--- src/rtl/nn_addr_pkg.sv ---
// Shared definitions for the NN layer address sequencer.
package nn_addr_pkg;

  typedef enum logic [1:0] {
    ST_IDLE = 2'd0,
    ST_RUN  = 2'd1,
    ST_DONE = 2'd2
  } state_e;

  localparam int unsigned DEF_W_BASE = 0;
  localparam int unsigned DEF_BANK0  = 'h00;
  localparam int unsigned DEF_BANK1  = 'h80;

endpackage

--- src/rtl/nn_wrap_counter.sv ---
// Up-counter with enable, synchronous clear and wrap at a programmable terminal count.
module nn_wrap_counter #(
  parameter int unsigned W = 8
) (
  input  logic         clk,
  input  logic         reset,
  input  logic         en_i,
  input  logic         clr_i,
  input  logic [W-1:0] term_i,
  output logic [W-1:0] count_o,
  output logic         wrap_o
);

  logic [W-1:0] count_q;

  // Wrap fires on the enabled cycle that sits at the terminal count.
  assign wrap_o  = en_i && (count_q == term_i);
  assign count_o = count_q;

  // Count register: clear has priority over enable.
  always_ff @(posedge clk) begin
    if (reset || clr_i) begin
      count_q <= '0;
    end else if (en_i) begin
      count_q <= wrap_o ? '0 : count_q + W'(1);
    end
  end

endmodule

--- src/rtl/layer_address_sequencer.sv ---
// Address sequencer for one fully-connected layer: walks i over inputs for each output j.
module layer_address_sequencer
  import nn_addr_pkg::*;
#(
  parameter int unsigned AW       = 8,
  parameter int unsigned NW       = 8,
  parameter int unsigned W_BASE   = DEF_W_BASE,
  parameter int unsigned BANK0    = DEF_BANK0,
  parameter int unsigned BANK1    = DEF_BANK1,
  parameter bit          PINGPONG = 1'b1
) (
  input  logic          clk,
  input  logic          reset,
  input  logic          start,
  input  logic [NW-1:0] n_in,
  input  logic [NW-1:0] n_out,
  input  logic          stall,
  output logic          busy,
  output logic          done,
  output logic          addr_valid,
  output logic          acc_clear,
  output logic          acc_last,
  output logic          bank,
  output logic [AW-1:0] weight_addr,
  output logic [AW-1:0] neuro_read_addr,
  output logic [AW-1:0] neuro_write_addr
);

  localparam logic [AW-1:0] W_BASE_A = AW'(W_BASE);
  localparam logic [AW-1:0] BANK0_A  = AW'(BANK0);
  localparam logic [AW-1:0] BANK1_A  = AW'(BANK1);

  state_e        state_q;
  logic [NW-1:0] n_in_q;
  logic [NW-1:0] n_out_q;
  logic [AW-1:0] w_q;
  logic          bank_q;

  logic [NW-1:0] i_cnt;
  logic [NW-1:0] j_cnt;
  logic          i_wrap;
  logic          j_wrap;
  logic          advance;
  logic          start_run;
  logic          layer_nonempty;

  assign advance        = (state_q == ST_RUN) && !stall;
  assign start_run      = (state_q == ST_IDLE) && start && (n_in != '0) && (n_out != '0);
  assign layer_nonempty = (n_in_q != '0) && (n_out_q != '0);

  // Input-neuron counter; its wrap steps the output-neuron counter.
  nn_wrap_counter #(.W(NW)) u_i_cnt (
    .clk     (clk),
    .reset   (reset),
    .en_i    (advance),
    .clr_i   (start_run),
    .term_i  (n_in_q - NW'(1)),
    .count_o (i_cnt),
    .wrap_o  (i_wrap)
  );

  // Output-neuron counter; its wrap marks the final beat of the layer.
  nn_wrap_counter #(.W(NW)) u_j_cnt (
    .clk     (clk),
    .reset   (reset),
    .en_i    (i_wrap),
    .clr_i   (start_run),
    .term_i  (n_out_q - NW'(1)),
    .count_o (j_cnt),
    .wrap_o  (j_wrap)
  );

  // Layer FSM with size latches, weight index and bank select.
  always_ff @(posedge clk) begin
    if (reset) begin
      state_q <= ST_IDLE;
      n_in_q  <= '0;
      n_out_q <= '0;
      w_q     <= '0;
      bank_q  <= 1'b0;
    end else begin
      case (state_q)
        ST_IDLE: begin
          if (start) begin
            n_in_q  <= n_in;
            n_out_q <= n_out;
            if (start_run) begin
              w_q     <= '0;
              state_q <= ST_RUN;
            end else begin
              state_q <= ST_DONE;
            end
          end
        end
        ST_RUN: begin
          if (advance) begin
            w_q <= w_q + AW'(1);
          end
          if (j_wrap) begin
            state_q <= ST_DONE;
          end
        end
        ST_DONE: begin
          if (PINGPONG && layer_nonempty) begin
            bank_q <= ~bank_q;
          end
          state_q <= ST_IDLE;
        end
        default: begin
          state_q <= ST_IDLE;
        end
      endcase
    end
  end

  // Strobes from registered state; addresses from registered counters and bank.
  assign busy             = (state_q == ST_RUN);
  assign done             = (state_q == ST_DONE);
  assign addr_valid       = advance;
  assign acc_clear        = advance && (i_cnt == '0);
  assign acc_last         = i_wrap;
  assign bank             = bank_q;
  assign weight_addr      = W_BASE_A + w_q;
  assign neuro_read_addr  = (bank_q ? BANK1_A : BANK0_A) + AW'(i_cnt);
  assign neuro_write_addr = (bank_q ? BANK0_A : BANK1_A) + AW'(j_cnt);

endmodule

--- config.mk ---
export PLATFORM = sky130hd
export DESIGN_NAME = layer_address_sequencer
export DESIGN_NICKNAME = d
export VERILOG_FILES = /design/src/rtl/nn_addr_pkg.sv /design/src/rtl/nn_wrap_counter.sv /design/src/rtl/layer_address_sequencer.sv
export SDC_FILE = /design/constraint.sdc
export NUM_CORES = 1
export LEC_CHECK = 0
export BUFFER_PORTS_ARGS = -buffer_cell sky130_fd_sc_hd__buf_2
export CAP_MARGIN = 20
export CORE_UTILIZATION = 40
export DETAILED_ROUTE_END_ITERATION = 6
export PLACE_DENSITY_LB_ADDON = 0.05
export SETUP_SLACK_MARGIN = 0.3
export SYNTH_ARGS = -nofsm -noshare
export SYNTH_HDL_FRONTEND = slang
export SYNTH_SLANG_ARGS = --single-unit
--- constraint.sdc ---
create_clock -name clk -period 3.7 [get_ports clk]
set_clock_uncertainty 0.15 [all_clocks]
set_input_delay 0.555 -clock clk [delete_from_list [all_inputs] [get_ports clk]]
set_output_delay 0.555 -clock clk [all_outputs]
set_load 0.01 [all_outputs]
-- Yosys cells after proc, flatten, opt, wreduce, memory -nomap -nowiden
Cells that the tools add are included.
- register bits after elaboration: 43
- logic and storage cells: 56
- input bits: 20
- output and inout port bits: 30
- equality and inequality tests: 8
- multiplexer cells: 12
- add/subtract/negate cells: 7
- bitwise operators: 1
- reduce and logical (&&, ||, !) cells: 21
- operator list (kind ; count):
    $mux 8 ; 7
    $reduce_bool 8->1 ; 4
    $add 8x1->8 const B ; 3
    $add 8x8->8 ; 2
    $eq 8x8->1 ; 2
    $pmux 8 s2 ; 1
    $sub 8x1->8 const B ; 2
    $logic_and 1x1->1 ; 8
    $logic_not 8->1 ; 1
    $mux 2 ; 3
    $ne 2x1->1 const B ; 3
    $reduce_and 2->1 ; 3
    $pmux 2 s2 ; 1
    $reduce_and 4->1 ; 1
    $eq 2x1->1 const B ; 1
    $eq 2x2->1 const B ; 1
    $logic_not 2->1 ; 1
    $ne 2x2->1 const B ; 1
    $reduce_bool 2->1 ; 1
    $logic_not 1->1 ; 1
    $logic_or 1x1->1 ; 1
    $not 1->1 ; 1

-- Depth between registers and ports, before layout
Gate-level depths: netlist (run 1).
- word-level depth: 7
- depth in mapped cells: 10
- depth with buffers taken out: 8

-- Hierarchy
From an unflattened synthesis (run 1), not the netlist that was laid out.
- cells, all modules: 287
- area, all modules: 2379.8 um2
- by module, submodules not included (module ; sequential area each (um2) ; instances ; area each (um2) ; cells each):
    layer_address_sequencer ; 540.5 ; 1 ; 1458.9 ; 185
    nn_wrap_counter ; 160.2 ; 2 ; 460.4 ; 51

-- Worst setup path before layout (run 1)
Ideal clock, no wire load.
- path kind: register to register
- from: register n_out_q[0]
- to: register u_j_cnt.count_q[0] (netlist: u_j_cnt.count_o[0])
- library setup time: 0.123 ns
- slack: 1.101 ns
- period minus slack after synthesis: 2.599 ns
- cell stages (with the launch flop): 9
- arrival: 2.325 ns
- buffers on the path: 0
- data required time: 3.427 ns
- cells stage by stage: dfxtp_1 -> inv_1 -> ha_1 -> o21ba_2 -> a221oi_1 -> a41oi_1 -> nor4_2 -> nor3b_4 -> mux2_1
- longest elaborated chain between the ends: 4
- RTL lines (element ; line ; source):
    start, declared ; layer_address_sequencer.sv:35 ; logic [NW-1:0] n_out_q;
    start signal, assigned ; layer_address_sequencer.sv:86 ; n_out_q <= n_out;
    $sub 8x1->8 ; layer_address_sequencer.sv:68 ; .term_i (n_out_q - NW'(1)),
    $eq 8x8->1 ; nn_wrap_counter.sv:17 ; assign wrap_o = en_i && (count_q == term_i);
    $logic_and 1x1->1 ; nn_wrap_counter.sv:17 ;
    $mux 8 ; nn_wrap_counter.sv:25 ; count_q <= wrap_o ? '0 : count_q + W'(1);
    end signal, assigned ; nn_wrap_counter.sv:25 ;
    end, declared ; nn_wrap_counter.sv:14 ; logic [W-1:0] count_q;
Every way passes these cells.
A chain may end at the register's enable or synchronous reset.

-- Worst setup path in the final report (run 1)
- from: register n_in_q[0]
- to: output port acc_last
- longest elaborated chain between the ends: 3
- RTL lines (element ; line ; source):
    start, declared ; layer_address_sequencer.sv:34 ; logic [NW-1:0] n_in_q;
    start signal, assigned ; layer_address_sequencer.sv:85 ; n_in_q <= n_in;
    $sub 8x1->8 ; layer_address_sequencer.sv:57 ; .term_i (n_in_q - NW'(1)),
    $eq 8x8->1 ; nn_wrap_counter.sv:17 ;
    $logic_and 1x1->1 ; nn_wrap_counter.sv:17 ;
    end, declared ; layer_address_sequencer.sv:22 ; output logic acc_last,
Every way passes these cells.

==> qor.csv, run 1 <==
stage;metric;value;unit
run_status;status;completed;
logic_synthesis;EDFF count, synth;0;
detailed_routing;vias post-DR;2278;
finish;Area Overhead vs Synth;11.2;%
clock_tree;cts repair resizes;0;
clock_tree;Worst-path clk slew;0.08;ns
die;die span in x;82.7;µm
die;Initial Util;41.3;%
power;NetSw;0.321;mW
clock_tree;worst skew pair latency;0.30;ns
setup_path;slowest cell delay on critical path;0.46;ns
sta;count of final max-slew check failures;0;
logic_synthesis;sequential element share of the synthesized area;33.0;%
detailed_routing;Detail Route Antenna Nets;0;
setup_path;CP bufs+invs;2;
setup_path;worst path cell trace;inv_1, ha_1, o21bai_1, a211oi_1, o21ai_0, a211oi_4, buf_2;
power;Tot Pwr;1.09;mW
detailed_routing;Detailed Routing Iterations Pass 1;5;
sta;slew at the pin with the worst max-slew slack;0.974;ns
placement;Port Buf Inserts;49;
detailed_routing;DRC errors left;0;
logic_synthesis;area leader, netlist;dfxtp_1;
power;Flop pwr share;47.2;%
power;Pint;0.772;mW
sta;hold_ws;0.335;ns
finish;Core Util, Final;45.9;%
logic_synthesis;Primary FF master, synth;dfxtp_1;
power;sw frac;29.4;%
clock_tree;hold buffers post-CTS;0;
setup_path;Worst Reg2Reg Path Length in Cells;9;
grt;largest net degree at the start of global routing;22;
placement;HPWL Detailed;4420;µm
sta;max-slew headroom at the worst pin;34.9;%
sta;Final Critical Period;3.11;ns
setup_path;Setup CP Type;register to primary output;
power;PwrDens;377;mW/mm²
grt;first-pass GRT wire length;10200;µm
logic_synthesis;Post-Syn Area;0.00261;mm²
sta;Final Hold Viols;0;
power;P_leak;1.25;nW
setup_path;worst r2r src;n_in_q[0]$_SDFFE_PP0P_;
logic_synthesis;flip-flop and latch count after synthesis;43;
logic_synthesis;Yosys cell types;50;
setup_path;crit path capture type;primary output;
placement;gpl congestion;0.765;
grt;antenna violations before repair;0;
setup_path;critical path required time;2.99;ns
logic_synthesis;Syn Area/Cell;7.88;µm²
die;core area;0.00631;mm²
job;MaxCap Viol Count;0;
logic_synthesis;most common cell in the netlist;nand2_1;
hold_path;WHS Endpoint;n_out_q[5]$_SDFFE_PP0P_;
setup_path;family with the most delay on the worst path;compound AO/OA/AOI/OAI gates;
logic_synthesis;synth top area cells;dfxtp_1 33%, nand2_1 8.1%, xor2_1 6.4%, a21oi_1 5.4%, xnor2_1 5.0%;
grt;total global routing overflow;0;
sta;total negative setup slack;0;ns
clock_tree;clock sink count;43;
grt;vias in the first global route;2124;
clock_tree;Post CTS Setup Buffer Count;0;
setup_path;RR Endpoint;u_j_cnt.count_o[0]$_SDFFE_PP0N_;
die;# IOs;50;
hold_path;Hold Crit Class;register to register;
clock_tree;Clock Tree Root;clkbuf_8;
power;Clk network pwr share;33.5;%
power;Comb power frac;19.4;%
hold_path;worst hold path depth;2;
logic_synthesis;cells after synthesis;331;
detailed_routing;Iteration-0 DRC Markers;75;
finish;ratio of cells with drive above 1 in the final layout;19.7;%
logic_synthesis;net count after synthesis;359;
sta;RSZ-0062 raised after global routing;false;
logic_synthesis;top cell type's share of synthesized area;33.0;%
grt;total global-route track usage;19.5;%
die;die area;0.00685;mm²
setup_path;register-to-register setup slack;0.94;ns
die;die span in y;82.7;µm
finish;Nets;389;
power;worst vdd ir;0.202;mV
clock_tree;CTS Buf Count;5;
setup_path;crit-path max FO;8;
logic_synthesis;Async SR Flop Fraction;0;%
finish;ANT cells;0;
setup_path;CP Data Arrival Time;2.40;ns
logic_synthesis;Synth Warn #;0;
die;# rows;29;
sta;final setup vio count;0;
detailed_routing;drt total wl;5920;µm
hold_path;hold wc startpoint;n_out_q[5]$_SDFFE_PP0P_;
detailed_routing;mean number of vias per cell;5.20;
setup_path;CP max stage cell;dfxtp_1;
clock_tree;Clock Tree Buf Depth;2;
clock_tree;CTS H-tree depth;2;
sta;Max Fclk;322;MHz
sta;Period Utilization, post-route;84.0;%
clock_tree;CTS tree;built;
logic_synthesis;Synth top cells by count;56 x nand2_1, 43 x dfxtp_1, 29 x nor2_1, 28 x a21oi_1, 19 x xor2_1;
detailed_routing;Wirelength per Cell;13.5;µm
setup_path;CP Launch Type;register;
==> metal layers <==
layer  vias up  routed length (µm)  global-route usage, %
met5         -                   0                      0
met4         0                  68                   5.17
met3         8                 250                   3.96
met2        45                2490                   30.6
met1      1048                3110                   27.0
li1       1177                   -                      -
==> worst max-delay path by stage <==
stage                             from                              end  slack (ns)  cells after the start
2_1_floorplan  n_out_q[0]$_SDFFE_PP0P_  u_j_cnt.count_o[0]$_SDFFE_PP0N_        1.10                      8
3_3_place_gp                     start  u_j_cnt.count_o[0]$_SDFFE_PP0N_        0.88                      7
3_5_place_dp                     start  u_j_cnt.count_o[0]$_SDFFE_PP0N_        0.82                      7
4_1_cts         n_in_q[0]$_SDFFE_PP0P_                         acc_last        0.59                      7
5_1_grt         n_in_q[0]$_SDFFE_PP0P_                         acc_last        0.42                      7
6_report        n_in_q[0]$_SDFFE_PP0P_                         acc_last        0.59                      7
==> power by group through the flow <==
stage,clock network (mW),registers (mW),logic [mW]
3_3_place_gp,0,0.526,0.212
3_5_place_dp,0,0.526,0.213
6_report,0.366,0.515,0.212
5_1_grt,0.398,0.520,0.241
4_1_cts,0.374,0.515,0.214
2_1_floorplan,0,0.514,0.167
==> sequential cells by signal (all words and copies together) (netlist names) <==
name / count
n_in_q: 8
n_out_q: 8
u_i_cnt.count_o: 8
u_j_cnt.count_o: 8
w_q: 8
state_q: 2
bank: 1
==> area by class of cell <==
type                            count  area [µm²]
Tap cell                           77        96.3
Multi-Input combinational cell    251        1540
Inverter                            8        30.0
Clock buffer                        5        68.8
Timing Repair Buffer               52         268
Clock inverter                      2        37.5
Fill cell                         697        3410
Sequential cell                    43         861
==> placed cells by master (no fill, tap or decap), drive strengths merged, types with 6 or more instances in the layout <==
cell    Yosys  layout
nand2      56      56
nor3        8       8
a21oi      28      28
o22ai       6       6
nand3      13      13
xor2       19      19
nor2       29      29
xnor2      15      15
dfxtp      43      43
ha          8       8
inv         8       8
nand2b      8       8
buf        17      52
nor4       10      10
==> worst min-delay path, stage by stage (launching register included) <==
cell	delay, ns
dfxtp_1	0.34
nand2_1	0.06
a21oi_1	0.05
==> through the flow <==
stage                     std cells  cell area (µm²)  worst slack (ns)
final                           438             2900             0.590
after global routing            438             2900             0.420
after CTS                       438             2900             0.589
after detailed placement        431             2790             0.821
after global placement          431             2790             0.877
after floorplan                 331             2610              1.10
==> kinds of logic after synthesis <==
| group | Yosys count | share of synthesized area, % |
|---|---|---|
| and+or+nand+nor | 152 | 29.3 |
| DFF | 43 | 33.0 |
| xor gates and xnor gates | 34 | 11.4 |
| adders and majority gates | 8 | 3.84 |
| muxes | 1 | 0.432 |
| AOI/OAI and AO/OA | 56 | 14.0 |
| buffers and inverters | 37 | 8.01 |
(Power assumes the default switching activity.)
==> run 2, diff against run 1 <==
==> constraint.sdc (replaced) <==
create_clock -name clk -period 3.2 [get_ports clk]
set_clock_uncertainty 0.15 [all_clocks]
set_input_delay 0.48 -clock clk [delete_from_list [all_inputs] [get_ports clk]]
set_output_delay 0.48 -clock clk [all_outputs]
set_load 0.01 [all_outputs]
==> run 2 against run 1 <==
Effect of this change: design area is 1.2% higher; clock power increased by 15%; non-clock buffer count increased by 4; utilization up 0.54 points; first-iteration DRC count is 8.0% higher; worst setup slack got worse by 0.16 ns; sequential power grew 16%; largest cell class unchanged; highest routed layer unchanged.
==> qor.csv, run 2 (synthesized netlist as in run 1, its figures left out) <==
stage;metric;value;unit;change
clock_tree;CTS Buf Count;5;;unchanged
setup_path;slowest cell delay on critical path;0.57;ns;+0.11 ns
setup_path;CP max stage cell;or4_4;;
grt;first-pass GRT wire length;9650;µm;-5.3%
power;worst vdd ir;0.308;mV;+52%
detailed_routing;Iteration-0 DRC Markers;81;;+8.0%
hold_path;Hold Crit Class;input port to register;;
sta;Period Utilization, post-route;86.7;%;
power;PwrDens;431;mW/mm²;+14%
die;# IOs;50;;unchanged
detailed_routing;DRC errors left;0;;unchanged
die;core area;0.00631;mm²;unchanged
finish;leading cell type in the layout, fill and taps excluded;nand2_1;;
placement;gpl congestion;0.760;;-0.76%
clock_tree;CTS H-tree depth;2;;unchanged
grt;total global-route track usage;18.9;%;-0.61 points
job;MaxCap Viol Count;0;;unchanged
clock_tree;Clock Tree Root;clkbuf_8;;
detailed_routing;drt total wl;5950;µm;+0.63%
clock_tree;clock sink count;43;;unchanged
setup_path;CP Launch Type;register;;
detailed_routing;vias post-DR;2282;;+0.18%
die;die area;0.00685;mm²;unchanged
detailed_routing;mean number of vias per cell;5.16;;-0.73%
finish;Nets;393;;+1.0%
setup_path;CP Data Arrival Time;2.14;ns;-0.26 ns
grt;largest net degree at the start of global routing;22;;unchanged
setup_path;Setup CP Type;register to primary output;;
placement;HPWL Detailed;4450;µm;+0.70%
sta;Max Fclk;361;MHz;
clock_tree;Worst-path clk slew;0.08;ns;about the same
sta;RSZ-0062 raised after global routing;false;;
die;# rows;29;;unchanged
detailed_routing;Wirelength per Cell;13.5;µm;-0.29%
detailed_routing;Detail Route Antenna Nets;0;;unchanged
die;die span in y;82.7;µm;unchanged
detailed_routing;Detailed Routing Iterations Pass 1;6;;+1
die;Initial Util;41.3;%;unchanged
sta;slew at the pin with the worst max-slew slack;0.904;ns;-0.0692 ns
setup_path;family with the most delay on the worst path;simple AND/OR/NAND/NOR gates;;
sta;Final Hold Viols;0;;unchanged
power;P_leak;1.27;nW;+1.7%
clock_tree;Clock Tree Buf Depth;2;;unchanged
sta;Final Critical Period;2.77;ns;
die;die span in x;82.7;µm;unchanged
setup_path;worst path cell trace;or4_4, nor4_2, a32oi_1, a211oi_4, buf_2;;
clock_tree;CTS tree;built;;
grt;vias in the first global route;2060;;-3.0%
finish;ANT cells;0;;unchanged
grt;total global routing overflow;0;;unchanged
detailed_routing;Metal-1 WL;3090;µm;-0.55%
placement;Port Buf Inserts;49;;unchanged
clock_tree;worst skew pair latency;0.30;ns;about the same
setup_path;critical path required time;2.57;ns;-0.42 ns
detailed_routing;met3 WL;236;µm;-5.6%
sta;max-slew headroom at the worst pin;39.7;%;+4.9 points
placement;Placement Setup Slack;0.501;ns;-0.320 ns
sta;count of final max-slew check failures;0;;unchanged
detailed_routing;metal2 WL;2580;µm;+3.9%
finish;ratio of cells with drive above 1 in the final layout;21.4;%;+1.7 points
sta;setup ws final;0.427;ns;-0.163 ns
setup_path;CP bufs+invs;1;;-1
grt;antenna violations before repair;0;;unchanged
finish;most frequent cells in the layout;56 x nand2_1, 49 x buf_2, 40 x dfxtp_1, 29 x nor2_1, 28 x a21oi_1;;
finish;Area Overhead vs Synth;12.5;%;
sta;final setup vio count;0;;unchanged
run_status;status;completed;;
sta;hold_ws;0.271;ns;-0.0631 ns
setup_path;crit path capture type;primary output;;
detailed_routing;highest routed layer;met4;;
setup_path;crit-path max FO;9;;+1
sta;total negative setup slack;0;ns;unchanged
[run 2: metal layers]
metal,track usage (%),vias to the layer above
li1,-,1193
met1,24.8,1047
met2,30.2,38
met3,5.38,4
met4,4.66,0
met5,0,-
[run 2: power by group]
group | total, mW | switching (mW) | internal [mW]
registers | 0.596 | 0.0366 | 0.559
logic | 0.248 | 0.139 | 0.110
clock network | 0.420 | 0.191 | 0.228
total | 1.26 | 0.367 | 0.897
[run 2: final timing paths]
| kind | endpoint | startpoint | cells past startpoint | slack (ns) |
|---|---|---|---|---|
| max | acc_last | n_in_q[2]$_SDFFE_PP0P_ | 5 | 0.43 |
| min | n_in_q[5]$_SDFFE_PP0P_ | n_in[5] | 3 | 0.27 |
| max reg2reg | u_j_cnt.count_o[0]$_SDFFE_PP0N_ | n_in_q[2]$_SDFFE_PP0P_ | 7 | 0.59 |
| min reg2reg | n_in_q[7]$_SDFFE_PP0P_ | n_in_q[7]$_SDFFE_PP0P_ | 2 | 0.34 |
[run 2: worst min-delay path, cell delays in order]
cell,delay (ns)
buf_2,0.10
nand2_1,0.05
a21oi_1,0.05
[run 2: layout make-up]
| cell class | instances | area (µm²) |
|---|---|---|
| flip-flops and latches | 43 | 865 |
| repair buffers | 56 | 298 |
| clock buffers | 5 | 68.8 |
| fillers | 663 | 3380 |
| multi-input cells | 251 | 1540 |
| clock inverters | 2 | 37.5 |
| inverters | 8 | 30.0 |
| well taps | 77 | 96.3 |
[run 2: per-stage QoR]
stage	cell area [µm²]	utilization (%)	instances	total power, mW
after floorplan	2610	-	331	0.787
after global placement	2820	44.6	434	0.857
after detailed placement	2820	44.6	434	0.858
after CTS	2930	46.4	442	1.28
after global routing	2930	46.5	442	1.34
final	2930	46.5	442	1.26
[run 2: repair_timing]
| item | CTS | global route |
|---|---|---|
| hold buffers | 0 | 0 |
| pin swaps | 1 | 1 |
| setup buffers | 1 | 0 |
| resized for setup | 0 | 4 |
| endpoints found under the setup margin | 1 | 4 |
